--- src/rtl/serial_sub_pkg.sv ---
// -----------------------------------------------------------------------------
// serial_sub_pkg
// Shared definitions for the bit-serial ripple subtractor:
//   - state_e   : controller states (IDLE, SHIFT, DONE)
//   - WIDTH_MAX : largest supported operand width
//   - idx_width : bit-index counter width, clog2(WIDTH) with a floor of 1
// -----------------------------------------------------------------------------
package serial_sub_pkg;

  typedef enum logic [1:0] {
    IDLE  = 2'd0,
    SHIFT = 2'd1,
    DONE  = 2'd2
  } state_e;

  localparam int WIDTH_MAX = 32;

  // WIDTH=1 still needs a 1-bit index so the counter has a legal declaration.
  function automatic int idx_width(input int width);
    int w;
    w = $clog2(width);
    if (w < 1) begin
      w = 1;
    end else begin
      w = w;
    end
    return w;
  endfunction

endpackage

--- src/rtl/serial_ripple_subtractor_full_subtractor.sv ---
// -----------------------------------------------------------------------------
// full_subtractor
// One-bit combinational full subtractor: d = a - b - bin.
// Ports:
//   a    in  1  minuend bit
//   b    in  1  subtrahend bit
//   bin  in  1  borrow in
//   d    out 1  difference bit
//   bout out 1  borrow out
// -----------------------------------------------------------------------------
module full_subtractor (
  input  logic a,
  input  logic b,
  input  logic bin,
  output logic d,
  output logic bout
);

  // Borrow when a<b outright, or when a==b and a borrow is already pending.
  always_comb begin
    d    = a ^ b ^ bin;
    bout = (~a & b) | (~(a ^ b) & bin);
  end

endmodule

--- src/rtl/serial_ripple_subtractor.sv ---
// -----------------------------------------------------------------------------
// serial_ripple_subtractor
// Bit-serial subtractor computing diff = a - b - bin, LSB first, one
// full_subtractor stage per clock. A start/busy/done handshake sequences it.
// Optional build macro: SERSUB_SIGNED_OVF_EN adds the signed-overflow port ovf.
// Ports:
//   clk   in  1      clock, rising edge
//   rst   in  1      synchronous active-high reset
//   start in  1      request, sampled in IDLE or DONE
//   a     in  WIDTH  minuend, captured on accepted start
//   b     in  WIDTH  subtrahend, captured on accepted start
//   bin   in  1      borrow-in, captured on accepted start
//   busy  out 1      high while operating (registered)
//   done  out 1      one-cycle result-valid pulse (registered)
//   diff  out WIDTH  difference, held until next result
//   bout  out 1      borrow-out of the MSB stage, held with diff
//   ovf   out 1      signed overflow (SERSUB_SIGNED_OVF_EN only)
// busy/done are registered from the state, so they trail it by one cycle:
// start accepted at edge T gives busy after edges T+1..T+WIDTH and done after
// edge T+WIDTH+1. diff/bout are loaded as the state enters DONE.
// Legal WIDTH range: 1..WIDTH_MAX.
// -----------------------------------------------------------------------------
module serial_ripple_subtractor
  import serial_sub_pkg::*;
#(
  parameter int WIDTH = 4
) (
  input  logic             clk,
  input  logic             rst,
  input  logic             start,
  input  logic [WIDTH-1:0] a,
  input  logic [WIDTH-1:0] b,
  input  logic             bin,
  output logic             busy,
  output logic             done,
`ifdef SERSUB_SIGNED_OVF_EN
  output logic             ovf,
`endif
  output logic [WIDTH-1:0] diff,
  output logic             bout
);

  localparam int IDX_W = idx_width(WIDTH);
  localparam logic [IDX_W-1:0] IDX_LAST = IDX_W'(WIDTH - 1);

  state_e           state_q, state_d;
  logic [WIDTH-1:0] a_sh_q, a_sh_d;
  logic [WIDTH-1:0] b_sh_q, b_sh_d;
  logic [WIDTH-1:0] shadow_q, shadow_d;
  logic [WIDTH-1:0] diff_q, diff_d;
  logic [IDX_W-1:0] idx_q, idx_d;
  logic             br_q, br_d;
  logic             bout_q, bout_d;
  logic             busy_q, busy_d;
  logic             done_q, done_d;
  logic             fs_d, fs_bout;
`ifdef SERSUB_SIGNED_OVF_EN
  logic             a_msb_q, a_msb_d;
  logic             b_msb_q, b_msb_d;
  logic             ovf_q, ovf_d;
`endif

  full_subtractor u_fs (
    .a    (a_sh_q[0]),
    .b    (b_sh_q[0]),
    .bin  (br_q),
    .d    (fs_d),
    .bout (fs_bout)
  );

  // Next-state and datapath: capture on start, one bit per SHIFT cycle.
  always_comb begin
    state_d  = state_q;
    a_sh_d   = a_sh_q;
    b_sh_d   = b_sh_q;
    shadow_d = shadow_q;
    diff_d   = diff_q;
    idx_d    = idx_q;
    br_d     = br_q;
    bout_d   = bout_q;
    busy_d   = (state_q == SHIFT);
    done_d   = (state_q == DONE);
`ifdef SERSUB_SIGNED_OVF_EN
    a_msb_d  = a_msb_q;
    b_msb_d  = b_msb_q;
    ovf_d    = ovf_q;
`endif
    case (state_q)
      IDLE, DONE: begin
        if (start) begin
          a_sh_d   = a;
          b_sh_d   = b;
          br_d     = bin;
          idx_d    = {IDX_W{1'b0}};
          shadow_d = {WIDTH{1'b0}};
`ifdef SERSUB_SIGNED_OVF_EN
          a_msb_d  = a[WIDTH-1];
          b_msb_d  = b[WIDTH-1];
`endif
          state_d  = SHIFT;
        end else begin
          state_d  = IDLE;
        end
      end
      SHIFT: begin
        a_sh_d   = a_sh_q >> 1;
        b_sh_d   = b_sh_q >> 1;
        br_d     = fs_bout;
        // New bit enters at the MSB; after WIDTH shifts bit 0 sits at the LSB.
        shadow_d = shadow_q >> 1;
        shadow_d[WIDTH-1] = fs_d;
        idx_d    = idx_q + 1'b1;
        if (idx_q == IDX_LAST) begin
          // Publish straight from the completed shadow value so diff never
          // shows a partial result.
          diff_d  = shadow_d;
          bout_d  = fs_bout;
`ifdef SERSUB_SIGNED_OVF_EN
          ovf_d   = (a_msb_q != b_msb_q) & (fs_d != a_msb_q);
`endif
          state_d = DONE;
        end else begin
          state_d = SHIFT;
        end
      end
      default: begin
        state_d = IDLE;
      end
    endcase
  end

  // State and output registers with synchronous reset.
  always_ff @(posedge clk) begin
    if (rst) begin
      state_q  <= IDLE;
      a_sh_q   <= {WIDTH{1'b0}};
      b_sh_q   <= {WIDTH{1'b0}};
      shadow_q <= {WIDTH{1'b0}};
      diff_q   <= {WIDTH{1'b0}};
      idx_q    <= {IDX_W{1'b0}};
      br_q     <= 1'b0;
      bout_q   <= 1'b0;
      busy_q   <= 1'b0;
      done_q   <= 1'b0;
`ifdef SERSUB_SIGNED_OVF_EN
      a_msb_q  <= 1'b0;
      b_msb_q  <= 1'b0;
      ovf_q    <= 1'b0;
`endif
    end else begin
      state_q  <= state_d;
      a_sh_q   <= a_sh_d;
      b_sh_q   <= b_sh_d;
      shadow_q <= shadow_d;
      diff_q   <= diff_d;
      idx_q    <= idx_d;
      br_q     <= br_d;
      bout_q   <= bout_d;
      busy_q   <= busy_d;
      done_q   <= done_d;
`ifdef SERSUB_SIGNED_OVF_EN
      a_msb_q  <= a_msb_d;
      b_msb_q  <= b_msb_d;
      ovf_q    <= ovf_d;
`endif
    end
  end

  assign busy = busy_q;
  assign done = done_q;
  assign diff = diff_q;
  assign bout = bout_q;
`ifdef SERSUB_SIGNED_OVF_EN
  assign ovf  = ovf_q;
`endif

endmodule
--- config.mk ---
export PLATFORM = sky130hd
export DESIGN_NAME = serial_ripple_subtractor
export DESIGN_NICKNAME = d
export VERILOG_FILES = /design/src/rtl/serial_sub_pkg.sv /design/src/rtl/serial_ripple_subtractor_full_subtractor.sv /design/src/rtl/serial_ripple_subtractor.sv
export SDC_FILE = /design/constraint.sdc
export NUM_CORES = 1
export LEC_CHECK = 0
export BUFFER_PORTS_ARGS = -buffer_cell sky130_fd_sc_hd__buf_2
export CORE_ASPECT_RATIO = 0.8
export CORE_MARGIN = 10
export CORE_UTILIZATION = 30
export DETAILED_ROUTE_END_ITERATION = 6
export GPL_TIMING_DRIVEN = 0
export PLACE_DENSITY_LB_ADDON = 0.1
export SLEW_MARGIN = 5
export SYNTH_ARGS = -nofsm -noshare
export SYNTH_HDL_FRONTEND = slang
export SYNTH_SLANG_ARGS = --single-unit
--- constraint.sdc ---
create_clock -name clk -period 2.4 [get_ports clk]
set_input_delay 0.24 -clock clk [delete_from_list [all_inputs] [get_ports clk]]
set_output_delay 0.24 -clock clk [all_outputs]
set_load 0.02 [all_outputs]
==> impl_metrics.py <==
metrics = {
    "outcome": {
        "outcome": "finished, final reports clean",
    },
    "die": {
        "rows": 17,
        "start_util_pct": 32.4,
        "core_area_um2": 2870,
        "die-area_um2": 5750,
        "die-width_um": 82.3,
        "ios": 19,
        "die_height_um": 69.8,
    },
    "placed_design": {
        "dpl.hpwl_um": 1630,
        "gp_congestion": 0.714,
        "io_buffers": 18,
        "postPlaceCellArea_um2": 1070,
        "numPlacedInstances": 163,
    },
    "final_layout": {
        "diodes": 0,
        "fillCellCount": 311,
        "final_layout_size_suffix_gt1_share_pct": 23.3,
        "fin_nets": 144,
        "fin_area_um2": 1110,
        "syn_to_final_growth_pct": 19.8,
        "fin_util_pct": 38.8,
        "stdcell_count": 167,
    },
    "timing": {
        "fin_worst_skew_ns": 0.00394,
        "max_freq_ghz": 0.807,
        "setup_viol": 0,
        "finalHoldViolCount": 0,
        "max_slew_margin_pct": 63.1,
        "post-route-min-period_ns": 1.24,
        "worst_pin_slew_ns": 0.554,
        "drv_slew": 0,
        "rsz0062_at_grt": "no",
        "timing.final.crit_share_pct": 51.6,
        "tns_ns": 0,
    },
    "clock_tree": {
        "htree_levels": 1,
        "numClockSinks": 23,
        "cts_hold_buf": 0,
        "cts_tree": "built",
        "cts_root_buf": "clkbuf_8",
        "clockBufferDepth": 2,
        "cts_buffers": 3,
        "post_cts_resized": 0,
        "worstSkewPairLatency_ns": 0.27,
        "cts.clk_slew.worst_paths_ns": 0.08,
        "cts_setup_buffers": 0,
    },
    "drt": {
        "postRouteAntennaNets": 0,
        "drt_iter0_drc": 120,
        "routed_wl_um": 2230,
        "drtPass1Iterations": 4,
        "via_per_inst": 4.77,
        "route.detailed.drc": 0,
        "vias": 797,
        "wl_per_cell_um": 13.4,
    },
    "synthesis": {
        "netlist.area_leader.share_pct": 49.5,
        "yosys_warnings": 0,
        "ys_ff_latch": 23,
        "synth_cells": 107,
        "avgSynthCellArea_um2": 8.70,
        "synth_cell_types": 22,
        "synthTopCellsByArea": "dfxtp_1 (49%), nand2_1 (8.9%), a21oi_1 (7.0%), nand3_1 (6.5%), a311oi_1 (5.6%)",
        "ys.flop_type": "dfxtp_1",
        "ys_seq_area_share_pct": 49.5,
        "synth.largest_area_cell": "dfxtp_1",
        "synth-async-reset-ratio_pct": 0,
        "synth_nets": 121,
        "syn_area_um2": 931,
        "synth_edf_count": 0,
    },
    "setup_path": {
        "crit_required_ns": 2.60,
        "critical_path.max_fanout": 2,
        "worstSetupPathType": "reg2reg",
        "critPathCaptureType": "flop",
        "crit_path_start_kind": "flop",
        "arrival_ns": 1.44,
    },
    "power_and_ir_drop": {
        "p_total_mw": 0.758,
        "peakVddDrop_mv": 0.330,
        "p_per_area_nw_per_um2": 680,
        "leakage_nw": 0.449,
    },
    "global_routing": {
        "grt_max_degree": 14,
        "grt_pass1_vias": 776,
        "antenna_found_initial": 0,
        "grt_use_total_pct": 8.35,
        "grt-ovfl-total": 0,
        "grt_pass1_wl_um": 3840,
    },
    "job": {
        "maxCapViolations": 0,
    },
    "hold_path": {
        "hp-class": "in2reg",
    },
}
path summary, 6_finish.rpt:
kind              from         to  slack (ns)  cells past startpoint
max          b_sh_q[0]    diff[3]        1.16                      4
min                rst  a_sh_q[1]        0.17                      2
max reg2reg  b_sh_q[0]    diff[3]        1.16                      4
min reg2reg    diff[1]    diff[1]        0.46                      2
cell type report:
class                      count  area, um2  area share, %
buffer                         8       51.3           4.60
clock buffer                   3       41.3           3.70
clock inverter                 1       5.00          0.449
inverter                       2       7.51          0.673
multi-input combinational     74        412           36.9
sequential                    23        460           41.3
tap                           38       47.5           4.26
timing repair buffer          18       90.1           8.08
worst max-delay path: stages (launching register included):
cell	delay (ns)
dfxtp_1	0.34
inv_1	0.06
fa_1	0.57
nand3_1	0.08
a21oi_1	0.12
registers in the layout, indices dropped and copies added (netlist names):
name      flops
a_sh_q        4
bout          1
state_q       2
busy          1
diff          4
b_sh_q        4
br_q          1
idx_q         2
shadow_q      3
done          1
routing by layer:
| metal | routed length (um) | track usage (%) | vias to the layer above |
|---|---|---|---|
| met2 | 1010 | 11.9 | 19 |
| met3 | 162 | 3.75 | 2 |
| met4 | 7 | 1.12 | 0 |
| li1 | - | - | 409 |
| met5 | 0 | 0 | - |
| met1 | 1050 | 11.4 | 367 |
synth_stat cells, types with 2 or more instances:
cell type and n:
a311oi_1 6, inv_1 2, clkbuf_1 2, nand2_1 22, a21oi_1 13, buf_4 3
nor2_1 8, and2b_1 2, buf_2 2, dfxtp_1 23, nand3_1 12, nand2b_1 2
cells in the final DEF, fill, tap and decap left out, drive strengths merged, types with 3 or more instances in the layout:
master  instances
a311oi          7
buf            24
dfxtp          23
clkbuf          5
nand2          22
a21oi          13
nand3          12
nand2b          3
nor2            8
stage by stage:
stage	hold slack (ns)	worst slack, ns
5_1_grt	0.169	1.05
3_3_place_gp	0.446	1.19
6_report	0.166	1.16
4_1_cts	0.166	1.17
3_5_place_dp	0.448	1.20
2_1_floorplan	0.312	1.27
power by group:
group | internal, mW | switching (mW)
clock | 0.116 | 0.127
combinational | 0.0434 | 0.0587
sequential | 0.401 | 0.0119
cell families after synthesis:
logic type                 share of synthesized area [%]
and+or+nand+nor                                     24.7
DFF                                                 49.5
AOI/OAI and AO/OA                                   16.0
buffers and inverters                               6.32
adders and majority gates                           3.49
Power figures use the tool's default switching activity.
